**src/rtl/uart_pkg.sv**
```systemverilog
// Shared UART constants: bit timing default and receiver FSM encodings.
// Imported by the receiver and by the transmitter.
package uart_pkg;

  localparam int DELAY_FRAMES_DEFAULT = 234;
  localparam int CNT_W = 16;

  typedef logic [2:0] state_t;

  localparam state_t S_IDLE  = 3'd0;
  localparam state_t S_START = 3'd1;
  localparam state_t S_DATA  = 3'd2;
  localparam state_t S_STOP  = 3'd3;
  localparam state_t S_BREAK = 3'd4;

  function automatic logic [CNT_W-1:0] cnt_const(
    input int v
  );
    return CNT_W'(v);
  endfunction

endpackage

```
**src/rtl/uart_receiver_if.sv**
```systemverilog
// Byte-stream output bundle of the UART receiver.
// Valid/ready handshake plus error flags.
interface uart_receiver_if;

  logic [7:0] rx_data;
  logic       rx_valid;
  logic       rx_ready;
  logic       frame_err;
  logic       overrun;

  modport master (
    output rx_data,
    output rx_valid,
    output frame_err,
    output overrun,
    input  rx_ready
  );

  modport slave (
    input  rx_data,
    input  rx_valid,
    input  frame_err,
    input  overrun,
    output rx_ready
  );

endinterface

```
**src/rtl/sync_2ff.sv**
```systemverilog
// Two-flop synchronizer for an asynchronous level.
// Resets to 1 so an idle serial line reads idle.
module sync_2ff (
  input  logic clk,
  input  logic rst,
  input  logic d,
  output logic q
);

  logic s1_q;
  logic s2_q;

  always_ff @(posedge clk or posedge rst) begin
    if (rst) begin
      s1_q <= 1'b1;
      s2_q <= 1'b1;
    end else begin
      s1_q <= d;
      s2_q <= s1_q;
    end
  end

  assign q = s2_q;

endmodule

```
**src/rtl/uart_receiver.sv**
```systemverilog
// 8N1 UART receiver with mid-bit sampling.
// Delivers bytes over a valid/ready bundle.
module uart_receiver
  import uart_pkg::*;
#(
  parameter int DELAY_FRAMES = DELAY_FRAMES_DEFAULT
) (
  input  logic            clk,
  input  logic            rst,
  input  logic            uart_rx,
  uart_receiver_if.master rx
);

  localparam int HALF_DELAY_WAIT = DELAY_FRAMES / 2;

  localparam logic [CNT_W-1:0] FULL_C =
    cnt_const(DELAY_FRAMES);
  localparam logic [CNT_W-1:0] HALF_C =
    cnt_const(HALF_DELAY_WAIT);

  logic             rx_s;

  state_t           state_q;
  state_t           state_d;
  logic [CNT_W-1:0] cnt_q;
  logic [CNT_W-1:0] cnt_d;
  logic [2:0]       idx_q;
  logic [2:0]       idx_d;
  logic [7:0]       shreg_q;
  logic [7:0]       shreg_d;
  logic [7:0]       data_q;
  logic [7:0]       data_d;
  logic             valid_q;
  logic             valid_d;
  logic             ferr_q;
  logic             ferr_d;
  logic             ovr_q;
  logic             ovr_d;

  logic [CNT_W-1:0] cnt_inc;
  logic             half_hit;
  logic             full_hit;
  logic             deliver;
  logic             hs;

  sync_2ff u_sync (
    .clk (clk),
    .rst (rst),
    .d   (uart_rx),
    .q   (rx_s)
  );

  assign cnt_inc  = cnt_q + CNT_W'(1);
  assign half_hit = (cnt_inc == HALF_C);
  assign full_hit = (cnt_inc == FULL_C);
  assign hs       = valid_q & rx.rx_ready;

  always_comb begin
    state_d = state_q;
    cnt_d   = cnt_q;
    idx_d   = idx_q;
    shreg_d = shreg_q;
    deliver = 1'b0;
    ferr_d  = 1'b0;
    unique case (1'b1)
      (state_q == S_IDLE): begin
        if (!rx_s) begin
          state_d = S_START;
          cnt_d   = '0;
        end
      end
      (state_q == S_START): begin
        if (half_hit) begin
          cnt_d = '0;
          if (rx_s) begin
            // Line went back high: treat as glitch.
            state_d = S_IDLE;
          end else begin
            state_d = S_DATA;
            idx_d   = 3'd0;
          end
        end else begin
          cnt_d = cnt_inc;
        end
      end
      (state_q == S_DATA): begin
        if (full_hit) begin
          cnt_d          = '0;
          shreg_d[idx_q] = rx_s;
          if (idx_q == 3'd7) begin
            state_d = S_STOP;
          end else begin
            idx_d = idx_q + 3'd1;
          end
        end else begin
          cnt_d = cnt_inc;
        end
      end
      (state_q == S_STOP): begin
        if (full_hit) begin
          cnt_d = '0;
          if (rx_s) begin
            deliver = 1'b1;
            state_d = S_IDLE;
          end else begin
            ferr_d  = 1'b1;
            state_d = S_BREAK;
          end
        end else begin
          cnt_d = cnt_inc;
        end
      end
      (state_q == S_BREAK): begin
        if (rx_s) begin
          state_d = S_IDLE;
        end
      end
      default: begin
        state_d = S_IDLE;
        cnt_d   = '0;
      end
    endcase
  end

  // A new byte lands only if the holding slot is free or
  // is being consumed this very cycle; otherwise it is lost.
  always_comb begin
    data_d  = data_q;
    valid_d = valid_q;
    ovr_d   = ovr_q;
    if (hs) begin
      valid_d = 1'b0;
      ovr_d   = 1'b0;
    end
    if (deliver) begin
      if (!valid_q || hs) begin
        data_d  = shreg_q;
        valid_d = 1'b1;
      end else begin
        ovr_d = 1'b1;
      end
    end
  end

  always_ff @(posedge clk or posedge rst) begin
    if (rst) begin
      state_q <= S_IDLE;
      cnt_q   <= '0;
      idx_q   <= '0;
      shreg_q <= '0;
      data_q  <= '0;
      valid_q <= 1'b0;
      ferr_q  <= 1'b0;
      ovr_q   <= 1'b0;
    end else begin
      state_q <= state_d;
      cnt_q   <= cnt_d;
      idx_q   <= idx_d;
      shreg_q <= shreg_d;
      data_q  <= data_d;
      valid_q <= valid_d;
      ferr_q  <= ferr_d;
      ovr_q   <= ovr_d;
    end
  end

  assign rx.rx_data   = data_q;
  assign rx.rx_valid  = valid_q;
  assign rx.frame_err = ferr_q;
  assign rx.overrun   = ovr_q;

endmodule

```
**src/flat_wrapper.sv**
```systemverilog
// flat-port wrapper written by rule: the top's interface ports become plain ports
module uart_receiver_flat import uart_pkg::*;
#(
  parameter int DELAY_FRAMES = DELAY_FRAMES_DEFAULT
)
  (clk, rst, uart_rx, rx_rx_data, rx_rx_valid, rx_frame_err, rx_overrun, rx_rx_ready);
  uart_receiver_if rx_i ();
  input  logic clk;
  input  logic rst;
  input  logic uart_rx;
  output wire logic [$bits(rx_i.rx_data)-1:0] rx_rx_data;
  output wire logic [$bits(rx_i.rx_valid)-1:0] rx_rx_valid;
  output wire logic [$bits(rx_i.frame_err)-1:0] rx_frame_err;
  output wire logic [$bits(rx_i.overrun)-1:0] rx_overrun;
  input wire logic [$bits(rx_i.rx_ready)-1:0] rx_rx_ready;
  assign rx_rx_data = rx_i.rx_data;
  assign rx_rx_valid = rx_i.rx_valid;
  assign rx_frame_err = rx_i.frame_err;
  assign rx_overrun = rx_i.overrun;
  assign rx_i.rx_ready = rx_rx_ready;
  uart_receiver #(.DELAY_FRAMES(DELAY_FRAMES)) u_core (.clk(clk), .rst(rst), .uart_rx(uart_rx), .rx(rx_i));
endmodule
```
**config.mk**
```make
export PLATFORM = sky130hd
export DESIGN_NAME = uart_receiver_flat
export DESIGN_NICKNAME = d
export VERILOG_FILES = /design/src/rtl/uart_pkg.sv /design/src/rtl/uart_receiver_if.sv /design/src/rtl/sync_2ff.sv /design/src/rtl/uart_receiver.sv /design/src/flat_wrapper.sv
export SDC_FILE = /design/constraint.sdc
export NUM_CORES = 1
export LEC_CHECK = 0
export BUFFER_PORTS_ARGS = -buffer_cell sky130_fd_sc_hd__buf_2
export CORE_MARGIN = 2
export CORE_UTILIZATION = 60
export DETAILED_ROUTE_END_ITERATION = 7
export GPL_TIMING_DRIVEN = 1
export PLACE_DENSITY = 0.79
export SYNTH_ARGS = -nofsm -noshare
export SYNTH_HDL_FRONTEND = slang
export SYNTH_SLANG_ARGS = --single-unit
```
**constraint.sdc**
```tcl
create_clock -name clk -period 3.3 [get_ports clk]
set_input_delay 0.495 -clock clk [delete_from_list [all_inputs] [get_ports clk]]
set_output_delay 0.495 -clock clk [all_outputs]
set_load 0.01 [all_outputs]
```
## Yosys cells after proc, flatten, opt, wreduce, memory -nomap -nowiden

Index checks and enable logic that the tools add are counted.
Widths: inputs -> output; s select.

| storage, ports and cells | value |
|---|---|
| flip-flop bits (word level) | 43 |
| latch bits | 0 |
| bits in writable memories | 0 |
| memory bits (read-only) | 0 |
| output and inout bits | 11 |
| logic and storage cells | 75 |
| memories kept | 0 |

| operators by class | value |
|---|---|
| $add $sub $neg | 2 |
| multiply operators | 0 |
| divide/modulo/power cells | 0 |
| $lt $le $gt $ge | 2 |
| eq/ne operators | 15 |
| shifts and indexed selects | 0 |
| mux-type cells | 33 |
| bitwise gates (word level) | 2 |
| reductions and logical operators | 11 |

Operators by type and width:

| operator | count |
|---|---|
| $pmux 16 s4 | 1 |
| $mux 16 | 3 |
| $mux 3 | 11 |
| $add 16x1->16 const B | 1 |
| $eq 16x7->1 const B | 1 |
| $eq 16x8->1 const B | 1 |
| $pmux 3 s5 | 1 |
| $mux 1 | 13 |
| $ne 2x2->1 const B | 5 |
| $bwmux 8 | 1 |
| $eq 3x2->1 const B | 2 |
| $eq 3x3->1 const B | 2 |
| $ne 2x1->1 const B | 3 |
| $pmux 3 s2 | 1 |
| $reduce_and 2->1 | 3 |
| $reduce_and 6->1 | 1 |
| $reduce_and 5->1 | 1 |
| $lt 3x4->1 const B | 1 |
| $add 3x1->3 const B | 1 |
| $demux 1 s3 | 1 |
| $eq 3x1->1 const B | 1 |
| $ge 3x1->1 const B | 1 |
| $logic_not 3->1 | 1 |
| $mux 2 | 1 |
| other kinds (7) | 7 |

## Depth between registers and ports, before layout

Gate-level depths: netlist of run 1.

| logic depth | value |
|---|---|
| word-level depth | 5 |
| gate-level depth with buffers | 9 |

## Hierarchy

A second synthesis of run 1 with hierarchy kept.

| second synthesis, totals | value |
|---|---|
| cell total of the unflattened synthesis | 269 |
| area, all modules | 2590.0 µm² |

Modules (own cells, without submodules):

| module | times used | cells each | area each (µm²) |
|---|---|---|---|
| uart_receiver | 1 | 266 | 2533.7 |
| sync_2ff | 1 | 3 | 56.3 |

## Worst setup path before layout of run 1

Ideal clock, no wire load.

| path | value |
|---|---|
| kind | register -> register |
| start | reg u_core.cnt_q[0] |
| end | reg u_core.shreg_q[3] |
| setup time | 0.127 ns |
| data arrival time | 2.321 ns |
| required time | 3.173 ns |
| path slack | 0.852 ns |
| stages on the path, launching flop included | 10 |
| clock period less this slack | 2.448 ns |
| path through | dfrtp_1 -> ha_1 -> and3_4 -> and3_4 -> o211a_1 -> o221ai_2 -> nor3_4 -> buf_6 -> nand4_1 -> mux2_1 |

| on the way | value |
|---|---|
| longest elaborated chain between the ends | 3 |

RTL lines:

| item | RTL line | text |
|---|---|---|
| start: declaration | uart_receiver.sv:25 | `logic [CNT_W-1:0] cnt_q;` |
| start signal: assignment | uart_receiver.sv:157 | `cnt_q <= cnt_d;` |
| $add 16x1->16 | uart_receiver.sv:53 | `assign cnt_inc = cnt_q + CNT_W'(1);` |
| $eq 16x8->1 | uart_receiver.sv:55 | `assign full_hit = (cnt_inc == FULL_C);` |
| $reduce_and 2->1 (no source line) | - |  |
| end signal: assignment | uart_receiver.sv:159 | `shreg_q <= shreg_d;` |
| end: declaration | uart_receiver.sv:29 | `logic [7:0] shreg_q;` |

Every way passes these cells.
A chain may end at the register's enable or synchronous reset.

## Worst setup path in the final report of run 1

Ends and elaborated chain as after synthesis.

==> metrics.cfg, run 1 <==
[global_route]
grt_most_used_layer=met1
grtUsageMet3=0.0503
grtUsageMet2=0.320
gr-usage-met1=0.321
global_route.usage.total=0.220
grt_pass1_wl_um=7710
grt_pass1_vias=1635
grt_remaining_overflow=0
antenna_found_initial=0
maximum_number_of_pins_on_one_net_before_global_route_repair=44

[clock_network]
cts_max_level=2
tritoncts=built
clock-sinks=43
cts_setup_buffers=0
cts.path.max_buffers=2
post_cts_resize_count=0
cts.hold.buffers_added=0
cts_inserted_buffers=5
clk_root_buffer_cell=sky130_fd_sc_hd__clkbuf_8
insertion_delay_ps=300
path_clk_slew_ps=80

[sta]
timing_max_transition_violations_final=0
maxClockFrequency_mhz=348
pin_slew_with_the_least_headroom_to_its_limit_ps=704
final_clock_period_utilization_by_the_worst_path=0.870
hold_ws_ps=289
slew-limit-headroom=0.529
finalHoldViolCount=0
fin_tns_setup_ps=0
finalSetupViolations=0
fin_crit_ps=2870
worst_clock_skew_ps=3.92
grt_setup_unrepaired=no

[final_layout]
syn_to_final_growth_pct=6.09
drive_gt1_frac=0.221
diodes_inserted=0
layout.nets=266
filler_cell_count=316
combined_area_of_the_multi_input_logic_cells_um2=1310
seq_area_um2=1080

[power_and_ir_drop]
combinationalPowerShare=0.020
static-leakage-power_nw=1.22
power_per_cell_area_nw_per_um2=331
seq_power_share=0.607
total_power_mw=0.879
swShare=0.225
power.switching_mw=0.197
clock_power_share=0.373
intPower_mw=0.682
highest_ir_drop_seen_on_vdd_mv=0.207

[placement]
routabilityCongestion=0.877
detailedPlacementHpwl_um=3350
portBuffers=14

[die]
die_height_um=68.6
io_pins=15
chipWidth_um=68.6
start_util=0.627
fp.coreArea_um2=4000
fp-row-count=23
die_area_um2=4710

[synth]
synth.avg_cell_area_um2=10.1
synthesis.instances=248
synth.ff_latch_count=43
synth_area_um2=2510
yosys_warnings=0
synth_ff_type=sky130_fd_sc_hd__dfrtp_1
mappedNetlistNets=257
synth.distinct_cells=55
synth-edff-count=0
ys_async_sr_fraction=1.00
ys_seq_area_frac=0.430

[worst_setup_path]
critPathRequiredTime_ps=3480
crit_path_end_kind=flop
critical-path-slowest-cell=sky130_fd_sc_hd__dfrtp_1
worst-endpoint-arrival_ps=3050
start_kind=flop
worstSetupPathType=reg -> reg
critical_path.cell_chain=ha_1 -> nand3_1 -> nor4b_1 -> o21a_1 -> o221ai_2 -> nor3_4 -> buf_4 -> nand4_1 -> mux2_1
critical-path-max-stage-delay_ps=530
crit_path_max_fanout=10

[drt]
route.detailed.wl_per_inst_um=15.5
dr.first_iter.drc_count=192
route.vias.total=1875
drcViolationCount=0
dr.pass1.iters=4
detail_route.wirelength_um=4770
detail_route.vias_per_cell=6.09
antenna_violation_net_count_after_detailed_routing=0

[hold_path]
hold_path_class=in -> reg

[job]
max-cap-violations=0

[run_status]
status=completed

==> power by group through the flow <==
stage               clock network (mW)  logic, mW  registers [mW]
finish                           0.328     0.0172           0.534
global route                     0.362     0.0205           0.534
CTS                              0.340     0.0181           0.534
detailed placement                   0     0.0182           0.544
global placement                     0     0.0179           0.544
floorplan                            0     0.0129           0.541
==> layout make-up <==
type	count	area share
Clock inverter	2	0.00471
Timing Repair Buffer	18	0.0376
Multi-Input combinational cell	182	0.491
Sequential cell	43	0.406
Clock buffer	6	0.0273
Tap cell	50	0.0235
Inverter	7	0.00988
==> worst paths after layout <==
| check | from | depth (start not counted) | end | slack [ps] |
|---|---|---|---|---|
| setup / recovery | u_core.cnt_q[0] | 9 | u_core.shreg_q[3] | 430 |
| hold / removal | uart_rx | 1 | u_core.u_sync.s1_q | 290 |
| setup reg to reg | u_core.cnt_q[0] | 9 | u_core.shreg_q[3] | 430 |
| hold reg to reg | u_core.u_sync.s1_q | 0 | u_core.u_sync.q | 360 |
| max in group asynchronous | rst | 3 | u_core.u_sync.q | 2610 |
| min in group asynchronous | rst | 3 | u_core.cnt_q[8] | 310 |
==> synthesized netlist by cell type, types with 2 or more instances <==
cell type	number	area share
sky130_fd_sc_hd__a22o_1	4	0.014
sky130_fd_sc_hd__nor2_1	15	0.022
sky130_fd_sc_hd__and3_4	2	0.0090
sky130_fd_sc_hd__nand2b_1	4	0.010
sky130_fd_sc_hd__mux2_1	4	0.018
sky130_fd_sc_hd__nand3_1	8	0.016
sky130_fd_sc_hd__nor2b_1	2	0.0050
sky130_fd_sc_hd__or2_2	4	0.010
sky130_fd_sc_hd__o21ai_1	3	0.0060
sky130_fd_sc_hd__a21oi_1	7	0.014
sky130_fd_sc_hd__o22ai_1	3	0.0075
sky130_fd_sc_hd__nand4_1	9	0.022
sky130_fd_sc_hd__xor2_1	2	0.0070
sky130_fd_sc_hd__nor4_1	4	0.010
sky130_fd_sc_hd__buf_6	2	0.0090
sky130_fd_sc_hd__nand4b_1	3	0.010
sky130_fd_sc_hd__a31oi_1	2	0.0050
sky130_fd_sc_hd__inv_1	7	0.010
sky130_fd_sc_hd__and3_1	7	0.017
sky130_fd_sc_hd__a211oi_1	2	0.0060
sky130_fd_sc_hd__dfrtp_1	41	0.41
sky130_fd_sc_hd__and4_1	2	0.0070
sky130_fd_sc_hd__xnor2_1	3	0.010
sky130_fd_sc_hd__nand2_1	20	0.030
sky130_fd_sc_hd__o21a_1	3	0.0090
sky130_fd_sc_hd__o21ai_0	20	0.040
sky130_fd_sc_hd__buf_4	3	0.0090
sky130_fd_sc_hd__a21o_1	4	0.012
sky130_fd_sc_hd__ha_1	5	0.025
sky130_fd_sc_hd__buf_2	7	0.014
sky130_fd_sc_hd__nor4b_1	2	0.0070
sky130_fd_sc_hd__clkbuf_1	4	0.0060
sky130_fd_sc_hd__nor3_1	4	0.0080
sky130_fd_sc_hd__mux2_2	14	0.063
sky130_fd_sc_hd__dfstp_2	2	0.021
==> cell families after synthesis <==
group	after synthesis	share of synthesized area
AOI/OAI and AO/OA	59	0.174
xor gates and xnor gates	5	0.0175
adders and majority gates	5	0.0250
buffers and inverters	23	0.0484
DFF	43	0.430
muxes	18	0.0809
and+or+nand+nor	95	0.224
==> cell usage in the layout, fill, tap and decap left out, drive strengths merged, types with 3 or more instances in the layout <==
master / instances
a21o: 4
a22o: 4
buf: 18
or2: 4
nand4: 10
dfrtp: 41
nor4: 5
xnor2: 3
nand2b: 4
o21a: 3
and3: 9
inv: 6
nand3: 9
mux2: 18
clkbuf: 6
a31oi: 3
nand2: 20
o21ai: 23
o22ai: 3
a21oi: 7
ha: 5
nor3: 6
nor2: 15
nand4b: 3
==> stage by stage <==
step	util	cell area, um^2	setup WS [ps]	std cells
after global routing	0.665	2660	242	308
after detailed placement	0.643	2570	498	300
after global placement	0.643	2570	583	300
final	0.665	2660	429	308
after floorplan	-	2510	852	248
after CTS	0.665	2660	453	308
==> flip-flops by register name, summed over array words and instances (netlist names) <==
register,cells
u_core.cnt_q,16
u_core.rx.rx_data,8
u_core.shreg_q,8
u_core.idx_q,3
u_core.state_q,3
u_core.rx.frame_err,1
u_core.rx.overrun,1
u_core.rx.rx_valid,1
u_core.u_sync.q,1
u_core.u_sync.s1_q,1
==> critical path: cells and delay by family (launching register included) <==
family	cells	cell delay, ps
fa+ha+maj	1	310
simple gates	4	980
compound gates	2	360
mux	1	360
buf+inv	1	220
flops	1	530
==> metal layers <==
| metal | vias up | wire, um | part of all wire |
|---|---|---|---|
| met1 | 898 | 2360 | 0.49 |
| met3 | 7 | 227 | 0.048 |
| li1 | 928 | - | - |
| met4 | 0 | 62 | 0.013 |
| met5 | - | 0 | 0 |
| met2 | 42 | 2130 | 0.45 |
Note: power is estimated with default switching activity, not from simulation.
==> run 2, diff against run 1 <==
Settings changed: CORE_MARGIN 2 to unset.
==> metrics.cfg, run 2 (synthesis results as in run 1) <==
[worst_setup_path]
critical-path-max-stage-delay_ps=530  ; about the same
critical-path-top-delay-family=simple AND/OR/NAND/NOR gates
critPathRequiredTime_ps=3480  ; about the same
critical-path-slowest-cell=sky130_fd_sc_hd__dfrtp_1
crit_buf_inv=1  ; unchanged
worst-endpoint-arrival_ps=3060  ; about the same
critical_path.cell_chain=ha_1 -> nand3_1 -> nor4b_1 -> o21a_1 -> o221ai_2 -> nor3_4 -> buf_4 -> nand4_1 -> mux2_1
worstReg2RegEnd=u_core.shreg_q[3]
start_kind=flop
reg2reg_setup_slack_ps=420  ; about the same
crit_path_end_kind=flop
worst_r2r_path_depth=9  ; unchanged
worst_r2r_start=u_core.cnt_q[0]
crit_path_max_fanout=10  ; unchanged
timing.critical_path.depth=9  ; unchanged
worstSetupPathType=reg -> reg

[die]
chipWidth_um=66.6  ; -2.9%
io_pins=15  ; unchanged
die_height_um=66.6  ; -2.9%
die_area_um2=4440  ; -5.7%
fp.coreArea_um2=4000  ; unchanged
fp-row-count=23  ; unchanged
start_util=0.627  ; unchanged

[final_layout]
layout.nets=266  ; unchanged
diodes_inserted=0  ; unchanged
largest_register_ffs=16  ; unchanged
final_common_cell=sky130_fd_sc_hd__dfrtp_1
final_core_utilization=0.665  ; unchanged
drive_gt1_frac=0.221  ; unchanged
largest_register=u_core.cnt_q
layoutNonFillerInstCount=308  ; unchanged
layout_common_cells=sky130_fd_sc_hd__dfrtp_1 (41), sky130_fd_sc_hd__nand2_1 (20), sky130_fd_sc_hd__o21ai_0 (20), sky130_fd_sc_hd__nor2_1 (15)
syn_to_final_growth_pct=6.09  ; unchanged
fin_area_um2=2660  ; unchanged

[clock_network]
post_cts_resize_count=0  ; unchanged
tritoncts=built
clock-sinks=43  ; unchanged
cts.hold.buffers_added=0  ; unchanged
cts_inserted_buffers=5  ; unchanged
cts_max_level=2  ; unchanged
insertion_delay_ps=300  ; about the same
path_clk_slew_ps=80  ; about the same
clk_root_buffer_cell=sky130_fd_sc_hd__clkbuf_8
cts.path.max_buffers=2  ; unchanged
cts_setup_buffers=0  ; unchanged

[drt]
antenna_violation_net_count_after_detailed_routing=0  ; unchanged
detail_route.wirelength_um=4920  ; +3.1%
detail_route.vias_per_cell=6.26  ; +2.8%
drcViolationCount=0  ; unchanged
route.detailed.wl_per_inst_um=16.0  ; +3.1%
dr.pass1.iters=4  ; unchanged
dr.first_iter.drc_count=183  ; -4.7%
route.vias.total=1928  ; +2.8%

[sta]
worst_clock_skew_ps=13.6  ; +9.66 ps
final_clock_period_utilization_by_the_worst_path=0.872  ; +0.00212
finalHoldViolCount=0  ; unchanged
final.setup.worst_slack_ps=422  ; -6.99 ps
slew-limit-headroom=0.498  ; -0.0309
fin_tns_setup_ps=0  ; unchanged
grt_setup_unrepaired=no
finalSetupViolations=0  ; unchanged
pin_slew_with_the_least_headroom_to_its_limit_ps=751  ; +46.2 ps
timing_max_transition_violations_final=0  ; unchanged
maxClockFrequency_mhz=347  ; -0.24%
fin_crit_ps=2880  ; +6.99 ps
hold_ws_ps=291  ; +1.21 ps

[global_route]
grt_remaining_overflow=0  ; unchanged
maximum_number_of_pins_on_one_net_before_global_route_repair=44  ; unchanged
antenna_found_initial=0  ; unchanged
global_route.usage.total=0.251  ; +0.0317
grt_pass1_wl_um=8220  ; +6.6%
grt_pass1_vias=1699  ; +3.9%

[power_and_ir_drop]
swShare=0.230  ; +0.00498
seq_power_share=0.603  ; -0.004
power_per_cell_area_nw_per_um2=333  ; +0.69%
intPower_mw=0.682  ; about the same
combinationalPowerShare=0.019  ; about the same
static-leakage-power_nw=1.22  ; unchanged
highest_ir_drop_seen_on_vdd_mv=0.222  ; +7.1%
total_power_mw=0.885  ; +0.69%
power.switching_mw=0.203  ; +2.9%
clock_power_share=0.378  ; +0.005

[placement]
portBuffers=14  ; unchanged
pre_cts_slack_ps=481  ; -16.5 ps
detailedPlacementHpwl_um=3390  ; +1.2%
postPlaceCellArea_um2=2570  ; unchanged
routabilityCongestion=0.879  ; +0.25%
placed_cells=300  ; unchanged

[job]
max-cap-violations=0  ; unchanged

[hold_path]
timing.hold.worst.start=uart_rx
min_delay_path_depth=1  ; unchanged
hold_path_class=in -> reg
min_delay_worst_endpoint=u_core.u_sync.s1_q

[run_status]
status=completed

-- run 2: cell counts in the layout (fill, tap and decap cells not counted) --
Identical to the previous run, type by type.
-- run 2: power groups by stage --
| stage | Sequential (mW) | Clock, mW | Combinational [mW] |
|---|---|---|---|
| 2_1_floorplan | 0.541 | 0 | 0.0129 |
| 3_3_place_gp | 0.544 | 0 | 0.0179 |
| 3_5_place_dp | 0.544 | 0 | 0.0180 |
| 4_1_cts | 0.534 | 0.342 | 0.0181 |
| 5_1_grt | 0.534 | 0.363 | 0.0204 |
| 6_report | 0.534 | 0.334 | 0.0172 |
-- run 2: routing by layer --
| metal | vias to the layer above | wire (um) | GRT usage |
|---|---|---|---|
| met5 | - | 0 | 0 |
| met4 | 0 | 59 | 0.0931 |
| met3 | 5 | 229 | 0.0651 |
| met2 | 44 | 2200 | 0.347 |
| met1 | 949 | 2430 | 0.371 |
| li1 | 930 | - | - |
-- run 2: how the worst max path moves through the flow --
stage | slack, ps | start | endpoint
finish | 420 | u_core.cnt_q[0] | u_core.shreg_q[3]
CTS | 440 | u_core.cnt_q[0] | u_core.shreg_q[3]
global route | 120 | u_core.cnt_q[0] | u_core.cnt_q[3]
detailed placement | 480 | u_core.cnt_q[0] | u_core.shreg_q[3]
floorplan | 850 | u_core.cnt_q[0] | u_core.shreg_q[3]
global placement | 580 | u_core.cnt_q[0] | u_core.shreg_q[3]
-- run 2: worst register-to-register path: cells and delay by family, from the launching register on --
family	cells	cell delay [ps]
AND/OR/NAND/NOR	4	970
AO/OA/AOI/OAI	2	370
multiplexers	1	360
flip-flops	1	530
buffers and inverters	1	220
adder cells (fa/ha/maj)	1	310
-- run 2: area by class of cell --
| class | count | area, um^2 |
|---|---|---|
| fill | 315 | 1340 |
| tap | 50 | 62.6 |
| clock buffer | 6 | 72.6 |
| timing repair buffer | 18 | 100 |
| multi-input combinational | 182 | 1310 |
| inverter | 7 | 26.3 |
| sequential | 43 | 1080 |
| clock inverter | 2 | 12.5 |
==> run 3, diff against run 2 <==
Settings changed: CTS_BUF_LIST set to sky130_fd_sc_hd__clkbuf_2.
==> metrics.cfg, run 3 (synthesis results as in run 1) <==
[sta]
timing_max_transition_violations_final=0  ; unchanged
hold_ws_ps=126  ; -165 ps
maxClockFrequency_mhz=354  ; +1.8%
pin_slew_with_the_least_headroom_to_its_limit_ps=754  ; +3.09 ps
fin_tns_setup_ps=0  ; unchanged
finalSetupViolations=0  ; unchanged
worst_clock_skew_ps=35.2  ; +21.6 ps
final_clock_period_utilization_by_the_worst_path=0.856  ; -0.0158
grt_setup_unrepaired=no
slew-limit-headroom=0.496  ; -0.00207
finalHoldViolCount=0  ; unchanged
fin_crit_ps=2830  ; -52.2 ps
final.setup.worst_slack_ps=474  ; +52.2 ps

[drt]
antenna_violation_net_count_after_detailed_routing=0  ; unchanged
detail_route.wirelength_um=4880  ; -0.85%
dr.pass1.iters=4  ; unchanged
detail_route.vias_per_cell=6.21  ; -0.73%
route.vias.total=1914  ; -0.73%
drcViolationCount=0  ; unchanged
dr.first_iter.drc_count=202  ; +10%
route.detailed.wl_per_inst_um=15.8  ; -0.85%

[power_and_ir_drop]
power_per_cell_area_nw_per_um2=300  ; -9.8%
highest_ir_drop_seen_on_vdd_mv=0.234  ; +5.3%
total_power_mw=0.786  ; -11%
static-leakage-power_nw=1.20  ; -1.0%

[die]
fp-row-count=23  ; unchanged
io_pins=15  ; unchanged
fp.coreArea_um2=4000  ; unchanged
die_area_um2=4440  ; unchanged
chipWidth_um=66.6  ; unchanged
die_height_um=66.6  ; unchanged
start_util=0.627  ; unchanged

[clock_network]
path_clk_slew_ps=240  ; +160 ps
cts.path.max_buffers=2  ; unchanged
tritoncts=built
cts_inserted_buffers=5  ; unchanged
post_cts_resize_count=0  ; unchanged
cts_setup_buffers=0  ; unchanged
cts.hold.buffers_added=0  ; unchanged
insertion_delay_ps=440  ; +140 ps
clock-sinks=43  ; unchanged
clk_root_buffer_cell=sky130_fd_sc_hd__clkbuf_2
cts_max_level=2  ; unchanged

[worst_setup_path]
reg2reg_setup_slack_ps=470  ; +50 ps
critPathRequiredTime_ps=3640  ; +160 ps
crit_path_end_kind=flop
start_kind=flop
worstReg2RegEnd=u_core.shreg_q[3]
crit_path_max_fanout=10  ; unchanged
worst-endpoint-arrival_ps=3170  ; +110 ps
worstSetupPathType=reg -> reg
worst_r2r_path_depth=9  ; unchanged
worst_r2r_start=u_core.cnt_q[0]

[final_layout]
drive_gt1_frac=0.225  ; +0.00388
largest_register=u_core.cnt_q
layout_common_cells=sky130_fd_sc_hd__dfrtp_1 (41), sky130_fd_sc_hd__nand2_1 (20), sky130_fd_sc_hd__o21ai_0 (20), sky130_fd_sc_hd__nor2_1 (15)
seq_area_um2=1080  ; unchanged
diodes_inserted=0  ; unchanged
layout.nets=266  ; unchanged
syn_to_final_growth_pct=4.39
final_core_utilization=0.654  ; -0.0106
combined_area_of_the_multi_input_logic_cells_um2=1310  ; unchanged
largest_register_ffs=16  ; unchanged
fin_area_um2=2620  ; -1.6%
final_common_cell=sky130_fd_sc_hd__dfrtp_1
filler_cell_count=320  ; +1.6%
layoutNonFillerInstCount=308  ; unchanged

[job]
max-cap-violations=0  ; unchanged

[placement]
postPlaceCellArea_um2=2570  ; unchanged
portBuffers=14  ; unchanged
detailedPlacementHpwl_um=3390  ; unchanged
pre_cts_slack_ps=481  ; unchanged
placed_cells=300  ; unchanged
routabilityCongestion=0.879  ; unchanged

[global_route]
antenna_found_initial=0  ; unchanged
grt_pass1_vias=1695  ; -0.24%
maximum_number_of_pins_on_one_net_before_global_route_repair=44  ; unchanged
global_route.usage.total=0.249  ; -0.00219
grt_remaining_overflow=0  ; unchanged
grt_pass1_wl_um=8200  ; -0.24%

[hold_path]
hold_path_class=in -> async

[run_status]
status=completed

-- run 3: changes by cell type in the layout (fill, tap and decap cells not counted) --
cell / before / now
sky130_fd_sc_hd__clkbuf_2: 0 / 6
sky130_fd_sc_hd__clkbuf_1: 1 / 0
sky130_fd_sc_hd__clkbuf_8: 5 / 0
-- run 3: area by class of cell --
type,count,area share
clock buffer,6,0.0115
timing repair buffer,18,0.0383
inverter,7,0.0100
sequential,43,0.412
tap,50,0.0239
clock inverter,2,0.00478
multi-input combinational,182,0.499
-- run 3: per-layer routing --
| layer | track usage | vias up | part of all wire |
|---|---|---|---|
| li1 | - | 930 | - |
| met1 | 0.367 | 939 | 0.50 |
| met2 | 0.347 | 40 | 0.45 |
| met3 | 0.0616 | 5 | 0.037 |
| met4 | 0.0931 | 0 | 0.013 |
| met5 | 0 | - | 0 |
-- run 3: worst max-delay path: stages, from the launching register on --
cell and delay, ps:
sky130_fd_sc_hd__dfrtp_1 560, sky130_fd_sc_hd__ha_1 300, sky130_fd_sc_hd__nand3_1 150, sky130_fd_sc_hd__nor4b_1 330, sky130_fd_sc_hd__o21a_1 190, sky130_fd_sc_hd__o221ai_2 170
sky130_fd_sc_hd__nor3_4 360, sky130_fd_sc_hd__buf_4 220, sky130_fd_sc_hd__nand4_1 110, sky130_fd_sc_hd__mux2_1 350
-- run 3: report_power, final --
group	internal [mW]	switching [mW]	leakage (nW)
sequential	0.531	0.00431	0.578
clock	0.0540	0.179	0.0290
combinational	0.00435	0.0129	0.597
total	0.590	0.196	1.20
-- run 3: how the worst max path moves through the flow --
stage               slack (ps)  depth (start not counted)                end       startpoint
floorplan                  850                          9  u_core.shreg_q[3]  u_core.cnt_q[0]
global placement           580                          9  u_core.shreg_q[3]  u_core.cnt_q[0]
detailed placement         480                          9  u_core.shreg_q[3]  u_core.cnt_q[0]
CTS                        460                          9  u_core.shreg_q[3]  u_core.cnt_q[0]
global route               100                          8    u_core.cnt_q[3]  u_core.cnt_q[0]
finish                     470                          9  u_core.shreg_q[3]  u_core.cnt_q[0]
